==> config.mk <==
export PLATFORM = sky130hd
export DESIGN_NAME = hazard_stall_controller
export DESIGN_NICKNAME = d
export VERILOG_FILES = /design/src/rtl/hazard_stall_controller.sv
export SDC_FILE = /design/constraint.sdc
export NUM_CORES = 1
export LEC_CHECK = 0
export CAP_MARGIN = 20
export CORE_ASPECT_RATIO = 0.9
export CORE_MARGIN = 2
export CORE_UTILIZATION = 36
export DETAILED_ROUTE_END_ITERATION = 7
export HOLD_SLACK_MARGIN = 0.08
export MAX_ROUTING_LAYER = met4
export PLACE_DENSITY = 0.79
export SLEW_MARGIN = 10
export SYNTH_ARGS = -nofsm -noshare
export SYNTH_HDL_FRONTEND = slang
export SYNTH_SLANG_ARGS = --single-unit
==> constraint.sdc <==
create_clock -name clk -period 3.9 [get_ports clk]
set_input_delay 0.585 -clock clk [delete_from_list [all_inputs] [get_ports clk]]
set_output_delay 0.585 -clock clk [all_outputs]
set_load 0.02 [all_outputs]
==> src/rtl/hazard_stall_controller.sv <==
`default_nettype none
// ============================================================================
//  Module   : hazard_stall_controller
//  Purpose  : Pipeline sequencing controller placed next to the forwarding
//             unit. It handles the hazards that forwarding cannot cover:
//             load-use stalls (stall plus bubble), multi-cycle data-memory
//             freezes, and taken-branch flushes. It also keeps a saturating
//             count of the cycles in which the PC was held.
//  Ports    : clk, rst_n (sync, active-low)
//             id_*        - register usage of the instruction in ID
//             ex_*        - validity, load flag and destination of EX instr
//             branch_taken, mem_req, mem_ready - events from EX / MEM
//             pc_en, pc_sel_target, if_id_en, if_id_flush, id_ex_en,
//             id_ex_bubble, ex_mem_en, mem_wb_bubble - pipeline controls
//             state, stall_count - debug / performance observation
//  Revision : 1.0 - initial release
// ============================================================================
module hazard_stall_controller #(
    parameter int REG_ADDR_W   = 4,
    parameter int FLUSH_CYCLES = 1,
    parameter int STALL_CNT_W  = 8
) (
    input  logic                   clk,
    input  logic                   rst_n,
    input  logic [REG_ADDR_W-1:0]  id_src,
    input  logic [REG_ADDR_W-1:0]  id_dest,
    input  logic                   id_uses_src,
    input  logic                   id_uses_dest,
    input  logic                   ex_valid,
    input  logic                   ex_mem_read,
    input  logic [REG_ADDR_W-1:0]  ex_dest,
    input  logic                   branch_taken,
    input  logic                   mem_req,
    input  logic                   mem_ready,
    output logic                   pc_en,
    output logic                   pc_sel_target,
    output logic                   if_id_en,
    output logic                   if_id_flush,
    output logic                   id_ex_en,
    output logic                   id_ex_bubble,
    output logic                   ex_mem_en,
    output logic                   mem_wb_bubble,
    output logic [1:0]             state,
    output logic [STALL_CNT_W-1:0] stall_count
);

    typedef enum logic [1:0] {
        RUN      = 2'd0,
        MEM_WAIT = 2'd1,
        FLUSH    = 2'd2
    } state_t;

    // Counter holds at most FLUSH_CYCLES-1 (<= 3), so two bits suffice.
    localparam logic [1:0] FLUSH_INIT  = 2'(FLUSH_CYCLES - 1);
    localparam bit         MULTI_FLUSH = (FLUSH_CYCLES > 1);

    state_t     cur_state;
    state_t     nxt_state;
    logic [1:0] flush_cnt;
    logic [1:0] nxt_flush_cnt;
    logic       pending;
    logic       nxt_pending;

    logic       load_use;
    logic       freeze;

    assign load_use = ex_valid & ex_mem_read &
                      ((id_uses_src  & (id_src  == ex_dest)) |
                       (id_uses_dest & (id_dest == ex_dest)));

    // In MEM_WAIT the freeze is released only by mem_ready; elsewhere a
    // new access that is not immediately ready starts the freeze.
    assign freeze = (cur_state == MEM_WAIT) ? ~mem_ready : (mem_req & ~mem_ready);

    assign state = cur_state;

    always_comb begin
        pc_en         = 1'b1;
        pc_sel_target = 1'b0;
        if_id_en      = 1'b1;
        if_id_flush   = 1'b0;
        id_ex_en      = 1'b1;
        id_ex_bubble  = 1'b0;
        ex_mem_en     = 1'b1;
        mem_wb_bubble = 1'b0;
        nxt_state     = cur_state;
        nxt_flush_cnt = flush_cnt;
        nxt_pending   = pending;

        // While in reset the outputs keep the RUN/no-hazard defaults.
        if (rst_n) begin
            if (freeze) begin
                pc_en         = 1'b0;
                if_id_en      = 1'b0;
                id_ex_en      = 1'b0;
                ex_mem_en     = 1'b0;
                mem_wb_bubble = 1'b1;
                nxt_state     = MEM_WAIT;
                // A branch seen while frozen is replayed in the ready cycle.
                nxt_pending   = pending | branch_taken;
            end else if (branch_taken | pending) begin
                // Load-use stall is irrelevant: the ID instruction is squashed.
                pc_sel_target = 1'b1;
                if_id_flush   = 1'b1;
                id_ex_bubble  = 1'b1;
                nxt_pending   = 1'b0;
                if (MULTI_FLUSH) begin
                    nxt_state     = FLUSH;
                    nxt_flush_cnt = FLUSH_INIT;
                end else begin
                    nxt_state     = RUN;
                    nxt_flush_cnt = 2'd0;
                end
            end else if (cur_state == FLUSH) begin
                if_id_flush = 1'b1;
                if (flush_cnt <= 2'd1) begin
                    nxt_state     = RUN;
                    nxt_flush_cnt = 2'd0;
                end else begin
                    nxt_flush_cnt = flush_cnt - 2'd1;
                end
            end else begin
                // RUN, or the mem_ready cycle of MEM_WAIT with no branch.
                nxt_state = RUN;
                if (load_use) begin
                    pc_en        = 1'b0;
                    if_id_en     = 1'b0;
                    id_ex_bubble = 1'b1;
                end
            end
        end
    end

    always_ff @(posedge clk) begin
        if (!rst_n) begin
            cur_state   <= RUN;
            flush_cnt   <= 2'd0;
            pending     <= 1'b0;
            stall_count <= '0;
        end else begin
            cur_state <= nxt_state;
            flush_cnt <= nxt_flush_cnt;
            pending   <= nxt_pending;
            if (!pc_en && (stall_count != {STALL_CNT_W{1'b1}})) begin
                stall_count <= stall_count + 1'b1;
            end
        end
    end

endmodule
`default_nettype wire

# == Yosys cells after proc, flatten, opt, wreduce, memory -nomap -nowiden ==
# Index checks and enable logic that the tools add are counted.
# word_totals
reg_bits,10
in_bits,21
out_inout_bits,18
wordCells,37
# op_classes
n_addsub,1
eq_ne,3
n_mux,19
bitwise_logic,8
n_reduce_logical,3
# ops
operator,n
2-to-1 mux 1 bit,19
"adder 8 x 1 -> 8 bit, second input constant",1
equality test 4 bit,2
"inequality test 8 bit, second input constant",1
bitwise AND 1 bit,5
bitwise OR 1 bit,2
nonzero test 2 bit,1
logical AND 1 bit,1
zero test 1 bit,1
inverter 1 bit,1

# == Logic depth before layout (Yosys ltp) ==
# Gate-level depths: netlist of run 1.
# depth
ltp_word,10
depth_mapped,7

# == Least setup slack after synthesis of run 1 ==
# Ideal clock, no wire load.
# synth_path
kind,input port to output port
start,input port mem_req
end,output port pc_en
arrival_time_ns,1.540
required_ns,3.315
setup_slack_ns,1.775
cell_stages,6
path_buffers,1
cell_sequence,o21bai_1 > or2_4 > clkinv_4 > a31o_4 > inv_4 > buf_4
# synth_between
elab_chain_cells,4
# synth_lines
item,line_no,text
"start, declared",33,"input logic mem_req,"
bitwise AND 1 bit,73,assign freeze = (cur_state == MEM_WAIT) ? ~mem_ready : (mem_req & ~mem_ready);
2-to-1 mux 1 bit,73,
2-to-1 mux 1 bit (2 in a row),n/a,
"end, declared",35,"output logic pc_en,"
# No other way between the ends.

# == Final worst setup path of run 1 ==
# layout_path
start,input port rst_n
end,output port if_id_en
# layout_between
elab_chain_cells,1
# layout_lines
item,line_no,text
"start, declared",24,"input logic rst_n,"
2-to-1 mux 1 bit,91,if (rst_n) begin
"end, declared",37,"output logic if_id_en,"
# No other way between the ends.

==> results of run 1 <==
==> registers in the layout, summed over array words and instances, names as in the netlist <==
register	flops
pending	1
stall_count	8
state	1
==> report_power, final <==
part	switching [µW]	internal [µW]
clock	36.2	56.7
sequential	2.08	104
combinational	28.7	39.0
total	67.0	200
==> layer usage <==
metal | routed length [µm] | GRT usage [%]
met4 | 14 | 6.49
met5 | 0 | -
met2 | 725 | 26.7
met3 | 115 | 3.75
met1 | 657 | 20.1
==> cells in the mapped netlist <==
cell type,number,area [µm²]
a31o_4,1,17.5
o31ai_1,4,30.0
clkinv_4,1,8.76
or4_1,2,15.0
a21oi_1,6,30.0
o21bai_1,1,7.51
dfxtp_1,10,200
buf_4,4,30.0
nand2b_1,1,6.26
nand3_1,8,40.0
xnor2_1,8,70.1
inv_4,1,6.26
o311ai_0,1,8.76
inv_2,1,3.75
and3_1,2,12.5
conb_1,1,3.75
or2_4,1,8.76
nand2_1,6,22.5
inv_1,1,3.75
ha_1,1,12.5
o22ai_2,1,12.5
and4b_1,1,10.0
o211ai_1,2,15.0
nor2_1,4,15.0
nor3_1,3,15.0
o21ai_0,2,10.0
nand4_1,1,6.26
==> how the worst max path moves through the flow <==
stage	to	slack, ns	start
after floorplan	pc_en	1.78	mem_req
after global placement	if_id_en	0.87	rst_n
after detailed placement	if_id_en	0.84	rst_n
after CTS	if_id_en	0.84	rst_n
after global routing	pc_en	0.74	rst_n
final	if_id_en	0.84	rst_n
==> critical path: cells and delay by family <==
family | cells | cell delay (ns)
buffers and inverters | 5 | 1.47
AO/OA/AOI/OAI | 1 | 0.23
AND/OR/NAND/NOR | 1 | 0.18
==> kinds of logic after synthesis <==
group | synth area share [%]
AO/OA/AOI/OAI | 21.1
XOR/XNOR | 11.3
other | 0.603
adder cells (fa/ha/maj) | 2.01
buffers and inverters | 8.45
flip-flops | 32.2
AND/OR/NAND/NOR | 24.3
==> cell type report <==
class / count / area (µm²)
well taps: 24 / 30.0
inverters: 4 / 22.5
fillers: 163 / 618
clock buffers: 4 / 36.3
repair buffers: 37 / 370
flip-flops and latches: 10 / 200
multi-input cells: 57 / 369
==> through the flow <==
step	power, µW	setup slack, ns	util (%)	cell area [µm²]	hold WS (ns)
6_report	267	0.843	62.5	1030	0.488
5_1_grt	279	0.739	62.5	1030	0.519
4_1_cts	270	0.845	62.5	1030	0.491
3_5_place_dp	177	0.841	60.3	992	0.482
3_3_place_gp	176	0.867	60.3	992	0.464
2_1_floorplan	141	1.78	-	622	0.444
==> metrics.yaml, run 1 <==
die:
  die-area_um2: 2080
  die_w_um: 47.8
  start_util_pct: 37.8
  rows: 14
  pin_count: 39
  die_h_um: 43.4
  core_um2: 1650
worst_setup_path:
  rr_startpoint: "pending"
  crit_slowest_cell: "clkdlybuf4s50_1"
  cp.required_ns: 3.31
  cp-end-kind: "output pin"
  cp-start-kind: "primary input"
  cpPeakStageDelay_ns: 0.61
  reg2reg_slack_ns: 2.22
  path_cells: "clkdlybuf4s50_1 -> inv_2 -> or2_4 -> clkinv_4 -> a31o_4 -> inv_4 -> clkdlybuf4s50_1"
  crit_top_cell: "clkdlybuf4s50_1"
  path_class: "primary input to output pin"
  path_max_fanout: 11
  reg2reg_depth: 6
  r2r_end: "stall_count[5]"
  arrival_ns: 2.47
clocking:
  cts_setup_buffers: 0
  hold_buffers: 0
  htree_levels: 1
  cts.sinks: 10
  clock_latency_ns: 0.26
  cts_buffer_depth: 2
  cts_buffers: 3
  path_clk_slew_ns: 0.07
  cts_tree: "done"
  ctsResizeCount: 0
  cts_root_buf: "clkbuf_4"
run:
  drv_cap: 0
finish:
  mostFrequentLayoutCells: "clkdlybuf4s50_1, dfxtp_1, xnor2_1, nand3_1"
  area_growth_pct: 65.4
  layout_commonest_cell: "clkdlybuf4s50_1"
  layout-drive-gt1-share_pct: 8.93
  nets: 135
  layoutNonFillerInstCount: 136
  antenna_cells: 0
timing:
  period_minus_slack_ns: 3.06
  drv_slew: 0
  period_share_pct: 78.4
  rsz0062_at_grt: "false"
  tns_ns: 0
  setup_viol: 0
  skew_ns: 0.00221
  fmaxAchievable_ghz: 0.327
  hold_viol: 0
place:
  io_buffers: 37
  gp_congestion: 0.825
  dp_cells: 132
  hpwlAfterDp_um: 1240
synthesis:
  avgSynthCellArea_um2: 8.29
  syn_area_um2: 622
  synth_cells: 75
  ys_types: 27
  synth_nets: 97
  ys_warn_count: 0
  synth-seq-cells: 10
  ys_seq_area_share_pct: 32.2
min_path:
  hold_start: "pending"
  hp-class: "register to register"
  holdPathStages: 2
  min_to: "pending"
route:
  ant_nets: 0
  drt_wl_total_um: 1510
  vias_per_cell: 4.95
  first_pass_iters: 4
  vias: 673
  drc: 0
  initialDrtViolationCount: 10
  post_drt_wl_per_cell_um: 11.1
global_route:
  grt_pass1_vias: 615
  grt_first_pass_wirelength_um: 2440
  gr-usage-all-layers_pct: 16.8
  grt_max_degree: 12
  gr-total-overflow: 0
  antenna_found_initial: 0
outcome:
  status: "finished, final reports clean"
power_and_ir_drop:
  vdd_drop_max_v: 0.000142
  power_leakage_uw: 0.000364
  pwr_density_cell_nw_per_um2: 260
Power figures use the tool's default switching activity.
==> run 2, diff against run 1 <==
Settings changed: CORE_UTILIZATION 36 to 35, PLACE_DENSITY 0.79 to 0.77.
Clock period 3.9 ns to 2.89 ns, I/O delays scaled along.
==> metrics.yaml, run 2 (synthesized netlist as in run 1, its figures left out) <==
place:
  placed_cell_area_um2: 1000  # +0.76%
  gp_congestion: 0.831  # +0.75%
  place_ws_ns: 0.0869  # -0.754 ns
  io_buffers: 37  # unchanged
  dp_cells: 133  # +0.76%
  hpwlAfterDp_um: 1360  # +9.6%
worst_setup_path:
  path_class: "primary input to output pin"
  crit_slowest_cell: "clkdlybuf4s50_1"
  cp.required_ns: 2.46  # -0.85 ns
  path_delay_family: "buffers and inverters"
  cp-end-kind: "output pin"
  reg2reg_slack_ns: 1.20  # -1.02 ns
  path_cells: "clkdlybuf4s50_1 -> xnor2_1 -> nand3_1 -> o22ai_2 -> nand3_1 -> a21oi_1 -> clkdlybuf4s50_1"
  cp-start-kind: "primary input"
  r2r_end: "stall_count[5]"
  path_depth: 7  # unchanged
  reg2reg_depth: 6  # unchanged
  path_max_fanout: 2  # -9
  rr_startpoint: "pending"
  cpPeakStageDelay_ns: 0.66  # +0.05 ns
  arrival_ns: 2.36  # -0.11 ns
  crit_buf_inv: 2  # -3
finish:
  area_growth_pct: 66.6
  largest_reg_flops: 8  # unchanged
  layout-drive-gt1-share_pct: 9.73  # +0.81 points
  regMostFlops: "stall_count"
  final.fill_count: 150  # -8.0%
  seqCellArea_um2: 200  # unchanged
  layoutNonFillerInstCount: 137  # +0.74%
  mostFrequentLayoutCells: "clkdlybuf4s50_1, dfxtp_1, xnor2_1, nand3_1"
  multiInputGateArea_um2: 369  # unchanged
  layout_commonest_cell: "clkdlybuf4s50_1"
  design_area_um2: 1040  # +0.73%
  antenna_cells: 0  # unchanged
  nets: 136  # +0.74%
clocking:
  hold_buffers: 0  # unchanged
  cts.sinks: 10  # unchanged
  cts_tree: "done"
  cts_buffer_depth: 2  # unchanged
  path_clk_slew_ns: 0.07  # about the same
  cts_setup_buffers: 0  # unchanged
  htree_levels: 1  # unchanged
  clock_latency_ns: 0.27  # about the same
  ctsResizeCount: 0  # unchanged
  cts_root_buf: "clkbuf_4"
  cts_buffers: 3  # unchanged
route:
  drc: 0  # unchanged
  first_pass_iters: 4  # unchanged
  drt_wl_total_um: 1640  # +8.4%
  vias_per_cell: 5.00  # +1.0%
  initialDrtViolationCount: 1  # -9
  post_drt_wl_per_cell_um: 12.0  # +7.6%
  vias: 685  # +1.8%
  ant_nets: 0  # unchanged
global_route:
  grt_max_degree: 12  # unchanged
  antenna_found_initial: 0  # unchanged
  gr-usage-all-layers_pct: 17.4  # +0.63 points
  grt_first_pass_wirelength_um: 2780  # +14%
  gr-total-overflow: 0  # unchanged
  grt_pass1_vias: 669  # +8.8%
die:
  rows: 14  # unchanged
  die-area_um2: 2130  # +2.6%
  pin_count: 39  # unchanged
  die_h_um: 44.0  # +1.3%
  start_util_pct: 37.4  # -0.40 points
  die_w_um: 48.4  # +1.3%
  core_um2: 1660  # +1.1%
power_and_ir_drop:
  clockPowerShare_pct: 35.2  # +0.4 points
  p_int_uw: 271  # +35%
  power_leakage_uw: 0.000369  # +1.3%
  p_seq_share_pct: 39.3  # -0.6 points
  vdd_drop_max_v: 0.000262  # +84%
  p_sw_uw: 94.6  # +41%
  swShare_pct: 25.9  # +0.82 points
  pwr_density_cell_nw_per_um2: 353  # +36%
  share_comb_of_total_power_pct: 25.5  # +0.2 points
outcome:
  status: "finished, final reports clean"
timing:
  drv_slew: 0  # unchanged
  rsz0062_at_grt: "false"
  hold_viol: 0  # unchanged
  setup_viol: 0  # unchanged
  skew_ns: 0.00245  # +0.000231 ns
  fmaxAchievable_ghz: 0.358
  period_share_pct: 96.7
  period_minus_slack_ns: 2.79
  tns_ns: 0  # unchanged
  layout_setup_ws_ns: 0.0967  # -0.747 ns
min_path:
  min_to: "pending"
  hp-class: "register to register"
  hold_start: "pending"
  holdPathStages: 2  # unchanged
run:
  drv_cap: 0  # unchanged
-- run 2: per-stage QoR --
step           util (%)  power, µW  hold WS [ns]
6_report           62.3        365         0.488
4_1_cts            62.3        371         0.500
3_5_place_dp       60.1        240         0.483
5_1_grt            62.3        387         0.539
2_1_floorplan         -        191         0.444
3_3_place_gp       60.1        238         0.463
-- run 2: layer usage --
layer / GRT usage, % / share of wire, % / vias up
li1: - / - / 343
met1: 19.2 / 42 / 305
met2: 30.3 / 48 / 35
met3: 6.90 / 9.2 / 2
met4: 3.43 / 0.30 / 0
met5: - / 0 / -
-- run 2: worst max-delay path by stage --
stage               start              to  slack (ns)
6_report       ex_dest[3]    id_ex_bubble         0.1
5_1_grt        ex_dest[0]    id_ex_bubble        0.02
4_1_cts        ex_dest[0]    id_ex_bubble        0.09
3_5_place_dp   ex_dest[0]    id_ex_bubble        0.09
3_3_place_gp   ex_dest[3]    id_ex_bubble        0.22
2_1_floorplan   mem_ready  stall_count[5]        1.05
-- run 2: power by group through the flow --
stage               Combinational [µW]  Sequential [µW]  Clock (µW)
floorplan                         41.6              149           0
global placement                  91.5              147           0
detailed placement                93.6              147           0
CTS                               93.9              144         133
global route                       101              144         142
finish                            93.1              143         129
-- run 2: final cells by class --
type	count	area share (%)
Tap cell	24	2.90
Sequential cell	10	19.3
Clock buffer	4	3.50
Inverter	4	2.17
Timing Repair Buffer	38	36.5
Multi-Input combinational cell	57	35.6
-- run 2: worst register-to-register path: cells and delay by family, from the launching register on --
kind / cells / cell delay [ns]
buffers and inverters: 1 / 0.07
AO/OA/AOI/OAI: 2 / 0.34
AND/OR/NAND/NOR: 3 / 0.92
flip-flops: 1 / 0.30
==> run 3, diff against run 2 <==
Settings changed: ABC_CLOCK_PERIOD_IN_PS set to 2890, HOLD_SLACK_MARGIN 0.08 to 0.05.
==> results of run 3 <==
No change in the layout: final DEF, timing and power equal those of run 2.
